`src/rtl/mem_port_arbiter_pkg.sv`:
```
// Shared encodings for the fetch/data memory port arbiter.
package mem_port_arbiter_pkg;

  localparam int DATA_W = 16;

  typedef enum logic [2:0] {
    IDLE    = 3'd0,
    ISSUE_I = 3'd1,
    WAIT_I  = 3'd2,
    ISSUE_D = 3'd3,
    WAIT_D  = 3'd4
  } arb_state_e;

  localparam logic GNT_I = 1'b0;
  localparam logic GNT_D = 1'b1;

  // Round-robin pick: data wins when it is the only requester, or when both
  // request and fetch was the side granted last.
  function automatic logic grant_to_d(input logic i_pend, input logic d_pend,
                                      input logic last_grant);
    return d_pend & (~i_pend | (last_grant == GNT_I));
  endfunction

endpackage

```
`src/rtl/mem_arb_watchdog.sv`:
```
// Cycle counter that flags a transaction waiting TIMEOUT cycles for mem_done.
module mem_arb_watchdog #(
  parameter int TIMEOUT = 64,
  parameter int CNT_W   = 8
) (
  input  logic clk,
  input  logic rst,
  input  logic clr_i,
  input  logic en_i,
  output logic timeout_o
);

  logic [CNT_W-1:0] cnt_q, cnt_d;

  assign timeout_o = (cnt_q == CNT_W'(TIMEOUT));

  // Clear on issue, count while waiting, hold once the limit is reached.
  always_comb begin
    cnt_d = cnt_q;
    if (clr_i) begin
      cnt_d = '0;
    end else if (en_i && !timeout_o) begin
      cnt_d = cnt_q + CNT_W'(1);
    end
  end

  // Counter register.
  always_ff @(posedge clk or posedge rst) begin
    if (rst) begin
      cnt_q <= '0;
    end else begin
      cnt_q <= cnt_d;
    end
  end

endmodule

```
`src/rtl/mem_port_arbiter.sv`:
```
// Shares one memory system between a read-only fetch port and a read/write
// data port. One transaction in flight at a time; round-robin on conflict.
// Requesters hold x_rd/x_wr high until x_done pulses for one cycle; x_done is
// the only acceptance, and a request sampled in IDLE is latched so that the
// memory side sees addr/data stable from issue until mem_done.
module mem_port_arbiter
  import mem_port_arbiter_pkg::*;
#(
  parameter int TIMEOUT = 64,
  parameter int CNT_W   = 8
) (
  input  logic              clk,
  input  logic              rst,
  input  logic [DATA_W-1:0] i_addr,
  input  logic              i_rd,
  input  logic [DATA_W-1:0] d_addr,
  input  logic [DATA_W-1:0] d_datain,
  input  logic              d_rd,
  input  logic              d_wr,
  output logic [DATA_W-1:0] i_dataout,
  output logic              i_done,
  output logic              i_stall,
  output logic [DATA_W-1:0] d_dataout,
  output logic              d_done,
  output logic              d_stall,
  output logic [DATA_W-1:0] mem_addr,
  output logic [DATA_W-1:0] mem_datain,
  output logic              mem_rd,
  output logic              mem_wr,
  input  logic [DATA_W-1:0] mem_dataout,
  input  logic              mem_done,
  input  logic              mem_err,
  output logic              err
);

  arb_state_e        state_q, state_d;
  logic              last_grant_q, last_grant_d;
  logic [DATA_W-1:0] addr_q, addr_d, data_q, data_d;
  logic              wr_q, wr_d, err_q, err_d;
  logic              wd_clr, wd_en, wd_timeout;
  logic              busy, live, d_pend, d_illegal, grant_d, grant_i;
  logic              mem_rd_c, mem_wr_c, i_done_c, d_done_c;
  logic [DATA_W-1:0] i_data_c, d_data_c;

  mem_arb_watchdog #(
    .TIMEOUT (TIMEOUT),
    .CNT_W   (CNT_W)
  ) u_watchdog (
    .clk       (clk),
    .rst       (rst),
    .clr_i     (wd_clr),
    .en_i      (wd_en),
    .timeout_o (wd_timeout)
  );

  assign d_pend    = d_rd ^ d_wr;
  assign d_illegal = d_rd & d_wr;
  assign grant_d   = grant_to_d(i_rd, d_pend, last_grant_q);
  assign grant_i   = i_rd & ~grant_d;
  assign busy      = (state_q != IDLE);
  // Outputs that depend on live request inputs are forced low while in reset.
  assign live      = ~rst;

  // Next-state, latch update and per-state output decode.
  always_comb begin
    state_d      = state_q;
    last_grant_d = last_grant_q;
    addr_d       = addr_q;
    data_d       = data_q;
    wr_d         = wr_q;
    err_d        = err_q;
    wd_clr       = 1'b0;
    wd_en        = 1'b0;
    mem_rd_c     = 1'b0;
    mem_wr_c     = 1'b0;
    i_done_c     = 1'b0;
    d_done_c     = 1'b0;
    i_data_c     = '0;
    d_data_c     = '0;
    case (state_q)
      IDLE: begin
        if (d_illegal) begin
          // Read+write together is rejected without touching memory.
          err_d    = 1'b1;
          d_done_c = 1'b1;
        end else if (grant_i) begin
          state_d      = ISSUE_I;
          last_grant_d = GNT_I;
          addr_d       = i_addr;
          data_d       = '0;
          wr_d         = 1'b0;
        end else if (grant_d) begin
          state_d      = ISSUE_D;
          last_grant_d = GNT_D;
          addr_d       = d_addr;
          data_d       = d_wr ? d_datain : '0;
          wr_d         = d_wr;
        end
      end
      ISSUE_I: begin
        mem_rd_c = 1'b1;
        wd_clr   = 1'b1;
        state_d  = WAIT_I;
        if (mem_err) err_d = 1'b1;
      end
      ISSUE_D: begin
        mem_rd_c = ~wr_q;
        mem_wr_c = wr_q;
        wd_clr   = 1'b1;
        state_d  = WAIT_D;
        if (mem_err) err_d = 1'b1;
      end
      WAIT_I: begin
        wd_en = 1'b1;
        if (mem_err) err_d = 1'b1;
        if (mem_done) begin
          i_done_c = 1'b1;
          i_data_c = mem_dataout;
          state_d  = IDLE;
        end else if (wd_timeout) begin
          err_d    = 1'b1;
          i_done_c = 1'b1;
          state_d  = IDLE;
        end
      end
      WAIT_D: begin
        wd_en = 1'b1;
        if (mem_err) err_d = 1'b1;
        if (mem_done) begin
          d_done_c = 1'b1;
          d_data_c = mem_dataout;
          state_d  = IDLE;
        end else if (wd_timeout) begin
          err_d    = 1'b1;
          d_done_c = 1'b1;
          state_d  = IDLE;
        end
      end
      default: state_d = IDLE;
    endcase
  end

  // State, grant history, transaction latches and sticky error.
  always_ff @(posedge clk or posedge rst) begin
    if (rst) begin
      state_q      <= IDLE;
      last_grant_q <= GNT_D;
      addr_q       <= '0;
      data_q       <= '0;
      wr_q         <= 1'b0;
      err_q        <= 1'b0;
    end else begin
      state_q      <= state_d;
      last_grant_q <= last_grant_d;
      addr_q       <= addr_d;
      data_q       <= data_d;
      wr_q         <= wr_d;
      err_q        <= err_d;
    end
  end

  assign mem_addr   = busy ? addr_q : '0;
  assign mem_datain = busy ? data_q : '0;
  assign mem_rd     = live & mem_rd_c;
  assign mem_wr     = live & mem_wr_c;
  assign i_done     = live & i_done_c;
  assign d_done     = live & d_done_c;
  assign i_dataout  = live ? i_data_c : '0;
  assign d_dataout  = live ? d_data_c : '0;
  assign i_stall    = live & i_rd & ~i_done_c;
  assign d_stall    = live & (d_rd | d_wr) & ~d_done_c;
  assign err        = err_q;

endmodule

```
`config.mk`:
```
export PLATFORM = sky130hd
export DESIGN_NAME = mem_port_arbiter
export DESIGN_NICKNAME = d
export VERILOG_FILES = /design/src/rtl/mem_port_arbiter_pkg.sv /design/src/rtl/mem_arb_watchdog.sv /design/src/rtl/mem_port_arbiter.sv
export SDC_FILE = /design/constraint.sdc
export NUM_CORES = 1
export LEC_CHECK = 0
export CAP_MARGIN = 0
export CORE_ASPECT_RATIO = 1.25
export CORE_MARGIN = 1
export CORE_UTILIZATION = 40
export DETAILED_ROUTE_END_ITERATION = 7
export PLACE_DENSITY = 0.86
export SYNTH_ARGS = -nofsm -noshare
export SYNTH_HDL_FRONTEND = slang
export SYNTH_SLANG_ARGS = --single-unit
```
`constraint.sdc`:
```
create_clock -name clk -period 2.3 [get_ports clk]
set_input_delay 0.46 -clock clk [delete_from_list [all_inputs] [get_ports clk]]
set_output_delay 0.46 -clock clk [all_outputs]
set_load 0.005 [all_outputs]
```
-- Yosys cells after proc, flatten, opt, wreduce, memory -nomap -nowiden
Index checks and enable logic that the tools add are counted.
- bits in registers: 46
- input port bits: 71
- output and inout bits: 71
- logic and storage cells: 89
- $add $sub $neg: 1
- eq/ne operators: 9
- muxes and demuxes: 38
- bitwise logic cells: 22
- reductions and logical operators: 12
- operators by type and width (cell ; number):
    $mux W16 ; 12
    $mux W8 ; 2
    $mux W1 ; 15
    $mux W3 ; 5
    $pmux W3 S4 ; 1
    $and A1 B1 Y1 ; 11
    $add A8 B1 Y8 const B ; 1
    $eq A8 B7 Y1 const B ; 1
    $not A1 Y1 ; 8
    $eq A3 B2 Y1 const B ; 2
    $reduce_and A3 Y1 ; 2
    $reduce_bool A3 Y1 ; 2
    $ne A2 B2 Y1 const B ; 2
    $pmux W1 S2 ; 2
    $reduce_bool A2 Y1 ; 2
    $reduce_or A2 Y1 ; 2
    $eq A3 B1 Y1 const B ; 1
    $eq A3 B3 Y1 const B ; 1
    $logic_not A3 Y1 ; 1
    $ne A3 B1 Y1 const B ; 1
    $ne A3 B3 Y1 const B ; 1
    $pmux W1 S3 ; 1
    $or A1 B1 Y1 ; 2
    $reduce_and A2 Y1 ; 1
    3 further kinds ; 3

-- Longest topological paths before layout
Gate-level depths: netlist (run 1).
- depth after elaboration: 8
- depth in mapped cells: 7
- mapped depth without buffers: 6

-- Modules after synthesis
A second synthesis (run 1) with hierarchy kept.
- cells, all modules: 319
- area total of the unflattened synthesis: 2862.7 um^2
- by module, submodules not included (module ; instances ; cells each ; area an instance (um^2) ; seq. area each (um^2)):
    mem_port_arbiter ; 1 ; 271 ; 2402.3 ; 952.2
    mem_arb_watchdog ; 1 ; 48 ; 460.4 ; 200.2

-- Least setup slack after synthesis (run 1)
Ideal clock, no wire load.
- path kind: input-to-output
- start: input rst
- end: output mem_rd
- arrival time: 1763 ps
- required time: 1840 ps
- path slack: 77 ps
- stages on the path: 2
- path buffers: 0
- path through: inv_1 > and3_1
- cells in the longest elaborated chain, start to end: 2
- RTL lines (element ; line ; text):
    start: declaration ; mem_port_arbiter.sv:13 ; input logic rst,
    $not A1 Y1 ; mem_port_arbiter.sv:62 ; assign live = ~rst;
    $and A1 B1 Y1 ; mem_port_arbiter.sv:164 ; assign mem_rd = live & mem_rd_c;
    end: declaration ; mem_port_arbiter.sv:28 ; output logic mem_rd,
No other way between the ends.

-- Worst setup path after layout (run 1)
- start: register state_q[0]
- end: output i_done
- cells in the longest elaborated chain, start to end: 3
- RTL lines (element ; line ; text):
    start: declaration ; mem_port_arbiter.sv:36 ; arb_state_e state_q, state_d;
    start signal: assignment ; mem_port_arbiter.sv:153 ; state_q <= state_d;
    $eq A3 B2 Y1 ; mem_port_arbiter.sv:80 ; case (state_q)
    $mux W1 ; mem_port_arbiter.sv:80 ;
    $and A1 B1 Y1 ; mem_port_arbiter.sv:166 ; assign i_done = live & i_done_c;
    end: declaration ; mem_port_arbiter.sv:21 ; output logic i_done,
No other way between the ends.

==> results_dict.tcl, run 1 <==
set metrics [dict create \
    insertedDiodeCount 0 \
    p_seq_frac 0.272 \
    grtUsageTotal 0.237 \
    dp_cells 542 \
    areaGrowthSynthToFinish_pct 76.3 \
    top_layer "met4" \
    cts-hold-fix-buffers 0 \
    rsz0062_at_grt "true" \
    wl_met3_um 450 \
    fin_util 0.739 \
    syn_inst 307 \
    outcome "finished with violations" \
    nNetsFinal 565 \
    dp_hpwl_um 6070 \
    coreArea_um2 6650 \
    slew_violations 0 \
    p_leak_nw 2.84 \
    hold_path.class "reg2reg" \
    cpPeakStageDelay_ps 450 \
    avgSynthCellArea_um2 9.08 \
    die_area_um2 7310 \
    postSynth.asyncResetShare 1.00 \
    layout_setup_ws_ps -28.2 \
    cts_htree_levels 2 \
    place_congestion 0.811 \
    syn-cell-area_um2 2790 \
    drt_first_pass_iters 4 \
    synth-edff-count 0 \
    dieHeight_um 95.3 \
    max_cap_violations 0 \
    hold_viol_final 0 \
    failed_checks "negative setup slack" \
    max_slew.worst_pin.slew_ps 363 \
    yosysTopAreaCell "dfrtp_1" \
    row_count 33 \
    cp-end-kind "output pin" \
    combinationalPowerShare 0.608 \
    post-place-ws_ps -239 \
    intPower_w 0.00316 \
    cp.arrival_ps 1870 \
    vias 2884 \
    timing.fmax_mhz 430 \
    irDropWorstVdd_mv 0.570 \
    crit_required_ps 1840 \
    grt_pass1_wl_um 13600 \
    clk_latency_ps 300 \
    synth-seq-area-share 0.414 \
    drt-met1-wl_um 3580 \
    die_x_um 76.7 \
    p_sw_frac 0.370 \
    clk_pin_slew_ps 80 \
    viasPerCell 4.99 \
    synthFlopType "dfrtp_1" \
    slew_headroom 0.758 \
    path_cells "buf_12, nor3b_4, buf_4, buf_4, nor2b_2, and2_1, clkdlybuf4s15_1" \
    fin_worst_skew_ps 5.21 \
    synth_cell_types 41 \
    overflow 0 \
    period_share 1.01 \
    drive_gt1_frac 0.208 \
    drt_iter0_drc 107 \
    drc_errors 0 \
    switchingPower_w 0.00185 \
    yosysTopAreaCellShare 0.404 \
    root_buffer "clkbuf_8" \
    port_buffers 141 \
    cts_tree "done" \
    grt_pass1_vias 2760 \
    clkPwrFrac 0.120 \
    stdcell_count 578 \
    crit_family "buffers and inverters" \
    drtAntennaViolNets 0 \
    antenna_found_initial 0 \
    yosys_warnings 0 \
    period_needed_ps 2330 \
    setup_viol 2 \
    nFillCells 490 \
    syn-num-nets 382 \
    initial_core_util 0.419 \
    clk_path_buf_depth 2 \
    synthTopCellsByArea "dfrtp_1 (40%), nand2_1 (7.8%), nor2b_1 (7.6%)" \
    cellPowerDensity_nw_per_um2 1020 \
    path_class "reg2out" \
    wl_per_cell_um 15.8 \
    ios 142 \
    crit_top_cell "buf_4" \
    grt_max_degree 35 \
    cp.buffers_inverters 4 \
    cts_buffers 5 \
    drt_wl_total_um 9110 \
    worst-path-max-fanout 3 \
    synth_seq_cells 46 \
    dr_wl_met2_um 4800 \
    crit_path_start_kind "flop" \
    cts_sinks 46 \
    cpMaxStageDelayCell "dfrtp_2" \
]
## kinds of logic after synthesis
logic type	after synthesis	share of synthesized area
DFF	46	0.414
buffers and inverters	30	0.0584
adders and majority gates	4	0.0180
AOI/OAI and AO/OA	45	0.0934
xor gates and xnor gates	7	0.0287
and+or+nand+nor	156	0.316
muxes	19	0.0718
## Yosys cell counts, drive strengths merged (3+ instances only)
master	instances
o21ai	37
inv	9
buf	9
mux2i	17
nor3b	3
nor3	8
dfrtp	45
nor2	8
xnor2	7
nor2b	34
nand2	59
clkbuf	12
ha	4
and3	33
## state kept, by name, summed over array words and instances (netlist names)
signal,count
last_grant_q,1
err,1
addr_q,16
state_q,3
u_watchdog.cnt_q,8
wr_q,1
data_q,16
## metrics by stage
| stage | hold slack (ps) | total power, W | instance area, µm² | TNS [ps] |
|---|---|---|---|---|
| after floorplan | 442 | 0.00272 | 2790 | 0 |
| after global placement | 451 | 0.00386 | 4450 | -6140 |
| after detailed placement | 456 | 0.00396 | 4450 | -7620 |
| after CTS | 474 | 0.00477 | 4720 | -1080 |
| after global routing | 503 | 0.00536 | 4910 | -401 |
| final | 467 | 0.00501 | 4910 | -34.8 |
## cell usage in the layout (no fill, tap or decap), types with 5 or more instances in the layout
cell type        instances
and3_1                  33
buf_12                   7
buf_4                   41
buf_6                    7
clkbuf_2                 8
clkbuf_8                 5
clkdlybuf4s15_1         14
clkdlybuf4s50_1         70
dfrtp_1                 42
dlygate4sd2_1           20
dlymetal6s2s_1          28
inv_1                    7
mux2i_1                 17
nand2_1                 58
nor2_1                   7
nor2b_1                 31
nor3_1                   5
o21ai_0                 31
xnor2_1                  6
## layer usage
layer  vias up  global-route usage
met5         -                   0
met4         0              0.0577
met3        29              0.0469
met2       109               0.444
met1      1359               0.277
li1       1387                   -
## worst register-to-register path, stage by stage, from the launching register on
cell and delay [ps]:
dfrtp_1 370, inv_2 40, ha_1 170, and4bb_2 250, buf_4 140, buf_4 120
buf_4 130, a211oi_4 330, nand3b_1 170, o31ai_1 100
## power by group through the flow
stage	Combinational, W	Sequential (W)	Clock (W)
2_1_floorplan	0.00141	0.00131	0
3_3_place_gp	0.00251	0.00135	0
3_5_place_dp	0.00259	0.00137	0
4_1_cts	0.00280	0.00136	0.000611
5_1_grt	0.00331	0.00141	0.000637
6_report	0.00305	0.00137	0.000600
## path summary, 6_finish.rpt
kind / start / end / slack (ps) / cells after the start
worst min register to register: err / err / 470 / 1
worst min-delay path: err / err / 470 / 1
worst max-delay path: state_q[0] / i_done / -30 / 7
min in group asynchronous: rst / addr_q[4] / 600 / 4
worst max register to register: u_watchdog.cnt_q[1] / state_q[1] / 380 / 9
max in group asynchronous: rst / last_grant_q / 1360 / 4
## timing repair
item | in CTS | in global routing
pin swaps | 1 | 4
resized for setup | 69 | 64
endpoints found under the setup margin | 70 | 36
cloned | 4 | 1
setup buffers | 10 | 13
## final cells by class
class                   instances  area (µm²)  area share
multi-input cells             231        1540       0.312
repair buffers                197        1970       0.401
well taps                      87         109      0.0222
clock inverters                 2        37.5     0.00764
flip-flops and latches         46        1160       0.235
inverters                       9        33.8     0.00688
clock buffers                   6        72.6      0.0148
Note: power is estimated with default switching activity, not from simulation.
==> inputs of run 2 (changes only) <==
--- a/config.mk
+++ b/config.mk
@@ -6,7 +6,7 @@
 export NUM_CORES = 1
 export LEC_CHECK = 0
 export CAP_MARGIN = 0
-export CORE_ASPECT_RATIO = 1.25
+export CORE_ASPECT_RATIO = 2
 export CORE_MARGIN = 1
 export CORE_UTILIZATION = 40
 export DETAILED_ROUTE_END_ITERATION = 7
==> results_dict.tcl, run 2 (synthesis results as in run 1) <==
set metrics [dict create \
    crit_family "simple AND/OR/NAND/NOR gates" \
    wl_per_cell_um 15.9 \
    die_x_um 61.0 \
    layout_commonest_cell "clkdlybuf4s50_1" \
    grt_max_degree 47 \
    port_buffers 141 \
    final_area_um2 4830 \
    clk_path_buf_depth 2 \
    dieHeight_um 120 \
    drt_iter0_drc 141 \
    coreArea_um2 6670 \
    worst-path-max-fanout 2 \
    fin_worst_skew_ps 5.24 \
    fin_hold_ws_ps 467 \
    worst_r2r_path_depth 7 \
    hold_path.class "reg2reg" \
    r2r-end "u_watchdog.cnt_q[2]" \
    period_share 0.997 \
    insertedDiodeCount 0 \
    drtAntennaViolNets 0 \
    cp.buffers_inverters 3 \
    crit_path_start_kind "flop" \
    crit_required_ps 1840 \
    p_leak_nw 2.56 \
    drt_wl_total_um 9030 \
    cp.arrival_ps 1830 \
    outcome "finished, final reports clean" \
    max_cap_violations 0 \
    timing.fmax_mhz 436 \
    place_congestion 0.861 \
    slew_headroom 0.610 \
    clk_latency_ps 290 \
    cts_htree_levels 2 \
    path_cells "inv_2, ha_2, and4bb_2, a21oi_4, buf_6, o21ai_4, and2_1, buf_2" \
    clk_pin_slew_ps 70 \
    setup_viol 0 \
    place_area_um2 4430 \
    layout_setup_ws_ps 7.87 \
    cts_tree "done" \
    path_class "reg2out" \
    reg2reg_slack_ps 610 \
    post-place-ws_ps -240 \
    root_buffer "clkbuf_16" \
    nNetsFinal 554 \
    cellPowerDensity_nw_per_um2 1050 \
    drt_first_pass_iters 4 \
    rsz0062_at_grt "true" \
    top_regs "addr_q x16, data_q x16, u_watchdog.cnt_q x8" \
    viasPerCell 4.99 \
    fin_util 0.724 \
    cts_sinks 46 \
    ios 142 \
    areaGrowthSynthToFinish_pct 73.5 \
    hold_viol_final 0 \
    initial_core_util 0.418 \
    overflow 0 \
    max_slew.worst_pin.slew_ps 585 \
    vias 2833 \
    die_area_um2 7320 \
    cts_buffers 5 \
    startpoint "u_watchdog.cnt_q[1]" \
    r2r-start "u_watchdog.cnt_q[1]" \
    cp-end-kind "output pin" \
    final_cell_mix "clkdlybuf4s50_1 (102), nand2_1 (58), dfrtp_1 (42)" \
    drive_gt1_frac 0.179 \
    grt_pass1_wl_um 13300 \
    crit_cells 8 \
    slew_violations 0 \
    antenna_found_initial 0 \
    grtUsageTotal 0.246 \
    period_needed_ps 2290 \
    grt_pass1_vias 2807 \
    row_count 42 \
    drc_errors 0 \
    worst_setup_path_endpoint "d_done" \
    irDropWorstVdd_mv 0.791 \
    cpMaxStageDelayCell "dfrtp_1" \
    dp_hpwl_um 6290 \
    cpPeakStageDelay_ps 390 \
]
run 2: cell count changes in the layout (fill, tap and decap cells not counted), sizes merged:
| cell | previous run | this run |
|---|---|---|
| clkdlybuf4s50 | 70 | 102 |
| clkdlybuf4s15 | 15 | 1 |
| dlymetal6s2s | 28 | 14 |
| buf | 55 | 46 |
| clkbuf | 15 | 10 |
| bufinv | 1 | 0 |
| clkinvlp | 1 | 0 |
| inv | 9 | 10 |
run 2: final cells by class:
type	instances	area, µm²
tap	88	110
multi-input combinational	231	1540
clock buffer	7	143
timing repair buffer	186	1850
inverter	9	33.8
fill	506	1840
sequential	46	1160
clock inverter	1	8.76
run 2: stage by stage:
step | TNS [ps] | cells | total power [W]
global placement | -5720 | 542 | 0.00384
global route | -131 | 568 | 0.00541
detailed placement | -7450 | 542 | 0.00392
floorplan | 0 | 307 | 0.00272
CTS | -89.7 | 559 | 0.00480
finish | 0 | 568 | 0.00507
run 2: worst min path at each step:
stage	start	end	slack (ps)	cells after the start
floorplan	addr_q[10]	addr_q[10]	440	2
global placement	err	err	450	1
detailed placement	err	err	450	1
CTS	err	err	470	1
global route	err	err	500	1
finish	err	err	470	1
run 2: power by group:
| part | switching (W) | internal, W | leakage [nW] |
|---|---|---|---|
| sequential | 0.000206 | 0.00116 | 0.588 |
| combinational | 0.00132 | 0.00164 | 1.90 |
| clock | 0.000309 | 0.000437 | 0.0745 |
| total | 0.00183 | 0.00324 | 2.56 |
run 2: layer usage:
layer	vias up	GRT usage	wire, µm
li1	1374	-	-
met1	1316	0.271	3250
met2	118	0.434	5030
met3	25	0.0420	439
met4	0	0.119	308
met5	-	0	0
run 2: repair_timing:
| action | 4_1_cts | 5_1_grt |
|---|---|---|
| pin swaps | 3 | 6 |
| endpoints found under the setup margin | 65 | 46 |
| resized for setup | 49 | 32 |
| setup buffers | 6 | 8 |
| hold buffers | 0 | 0 |
| gates cloned | 3 | 1 |
run 2: worst register-to-register path, cell delays in order, from the launching register on:
cell and delay, ps:
dfrtp_1 360, inv_2 40, ha_2 170, and4bb_2 260, buf_4 160, a211oi_4 340
nand2_1 120, mux2i_1 130
==> inputs of run 3 (changes only) <==
--- a/config.mk
+++ b/config.mk
@@ -5,11 +5,13 @@
 export SDC_FILE = /design/constraint.sdc
 export NUM_CORES = 1
 export LEC_CHECK = 0
+export ABC_CLOCK_PERIOD_IN_PS = 2300
 export CAP_MARGIN = 0
 export CORE_ASPECT_RATIO = 2
 export CORE_MARGIN = 1
 export CORE_UTILIZATION = 40
 export DETAILED_ROUTE_END_ITERATION = 7
+export GPL_TIMING_DRIVEN = 0
 export PLACE_DENSITY = 0.86
 export SYNTH_ARGS = -nofsm -noshare
 export SYNTH_HDL_FRONTEND = slang
==> results_dict.tcl, run 3 (synthesis results as in run 1) <==
set metrics [dict create \
    outcome "finished with violations" \
    failed_checks "negative setup slack" \
    irDropWorstVdd_mv 0.754 \
    r2r-start "u_watchdog.cnt_q[0]" \
    grt_max_degree 29 \
    row_count 42 \
    grt_pass1_wl_um 14400 \
    met2_usage 0.478 \
    wl_per_cell_um 17.3 \
    setup_viol 11 \
    totalPowerFinal_w 0.00542 \
    antenna_found_initial 0 \
    insertedDiodeCount 0 \
    drt_wl_total_um 10100 \
    drt_iter0_drc 201 \
    cpPeakStageDelay_ps 400 \
    reg2reg_slack_ps 320 \
    worst_r2r_path_depth 9 \
    max_slew.worst_pin.slew_ps 448 \
    place_congestion 0.947 \
    crit_family "buffers and inverters" \
    dp_hpwl_um 6450 \
    ios 142 \
    dp_cells 536 \
    slew_violations 0 \
    post-place-ws_ps -564 \
    cts_tree "done" \
    coreArea_um2 6670 \
    cts_htree_levels 2 \
    worst_setup_path_endpoint "d_done" \
    cts_sinks 46 \
    layout_commonest_cell "clkdlybuf4s50_1" \
    fin_worst_skew_ps 5.14 \
    clk_latency_ps 290 \
    cts_buffers 5 \
    port_buffers 140 \
    period_needed_ps 2360 \
    cellPowerDensity_nw_per_um2 1080 \
    root_buffer "clkbuf_16" \
    vias 2988 \
    path_cells "buf_12, nor3_4, buf_6, buf_4, nand2_1, o21ai_2, and2_1, clkdlybuf4s15_2" \
    timing.fmax_mhz 424 \
    die_x_um 61.0 \
    viasPerCell 5.11 \
    clk_path_buf_depth 2 \
    drt_first_pass_iters 4 \
    grtUsageTotal 0.265 \
    hold_path.class "in2async" \
    cp.buffers_inverters 4 \
    drive_gt1_frac 0.205 \
    die_area_um2 7320 \
    grt_pass1_vias 3009 \
    stdcell_count 585 \
    worst-path-max-fanout 8 \
    final_cell_mix "clkdlybuf4s50_1 (76), nand2_1 (58), dfrtp_1 (44)" \
    clk_pin_slew_ps 70 \
    slew_headroom 0.701 \
    nNetsFinal 571 \
    layout_setup_ws_ps -56.7 \
    p_leak_nw 2.72 \
    max_cap_violations 0 \
    r2r-end "u_watchdog.cnt_q[2]" \
    period_share 1.02 \
    startpoint "state_q[1]" \
    dieHeight_um 120 \
    top_regs "addr_q x16, data_q x16, u_watchdog.cnt_q x8" \
    tns_ps -93.1 \
    drc_errors 0 \
    cp.arrival_ps 1900 \
    path_class "reg2out" \
    crit_path_start_kind "flop" \
    met3_usage 0.0506 \
    areaGrowthSynthToFinish_pct 79.6 \
    grtUsageMet1 0.280 \
    fin_hold_ws_ps 326 \
    crit_cells 8 \
    cp-end-kind "output pin" \
    initial_core_util 0.418 \
    hold_viol_final 0 \
    crit_required_ps 1840 \
    drtAntennaViolNets 0 \
    overflow 0 \
    cpMaxStageDelayCell "dfrtp_1" \
    grt-busiest-layer "met2" \
    rsz0062_at_grt "true" \
]
==> run 3: cell count changes in the layout (fill, tap and decap cells not counted), moves of 4 or more <==
cell             delta
clkdlybuf4s50_1    -26
dlygate4sd2_1       +7
clkbuf_8            +4
clkdlybuf4s15_1    +14
==> run 3: how the worst min path moves through the flow <==
stage	startpoint	to	slack (ps)	depth (start not counted)
after detailed placement	err	err	450	1
after global routing	rst	data_q[7]	350	2
after CTS	rst	data_q[7]	300	2
after floorplan	addr_q[10]	addr_q[10]	440	2
after global placement	err	err	440	1
final	rst	u_watchdog.cnt_q[2]	330	2
==> run 3: routing by layer <==
layer	vias up	share of wire	wire length (µm)
li1	1411	-	-
met1	1434	0.36	3660
met2	114	0.56	5700
met3	29	0.042	425
met4	0	0.033	333
met5	-	0	0
==> run 3: cell type report <==
| class | count | area (µm²) |
|---|---|---|
| Multi-Input combinational cell | 231 | 1560 |
| Clock inverter | 2 | 16.3 |
| Tap cell | 88 | 110 |
| Sequential cell | 46 | 1150 |
| Timing Repair Buffer | 182 | 1770 |
| Timing Repair inverter | 1 | 6.26 |
| Inverter | 9 | 47.5 |
| Buffer | 20 | 201 |
| Fill cell | 457 | 1670 |
| Clock buffer | 6 | 139 |
==> run 3: stage by stage <==
step	utilization	instance area [µm²]
5_1_grt	0.750	5000
2_1_floorplan	-	2790
6_report	0.750	5000
3_5_place_dp	0.647	4320
4_1_cts	0.705	4700
3_3_place_gp	0.644	4300
==> run 3: repair_timing <==
item,CTS,global route
resized for setup,92,56
cloned,3,1
endpoints found under the setup margin,69,41
pin swaps,3,4
hold endpoints to repair,0,0
setup buffers,15,23
hold buffers,0,0
==> run 3: power breakdown <==
part | total (W) | switching, W | internal, W
Clock | 0.000750 | 0.000314 | 0.000436
Combinational | 0.00330 | 0.00148 | 0.00182
Sequential | 0.00137 | 0.000208 | 0.00116
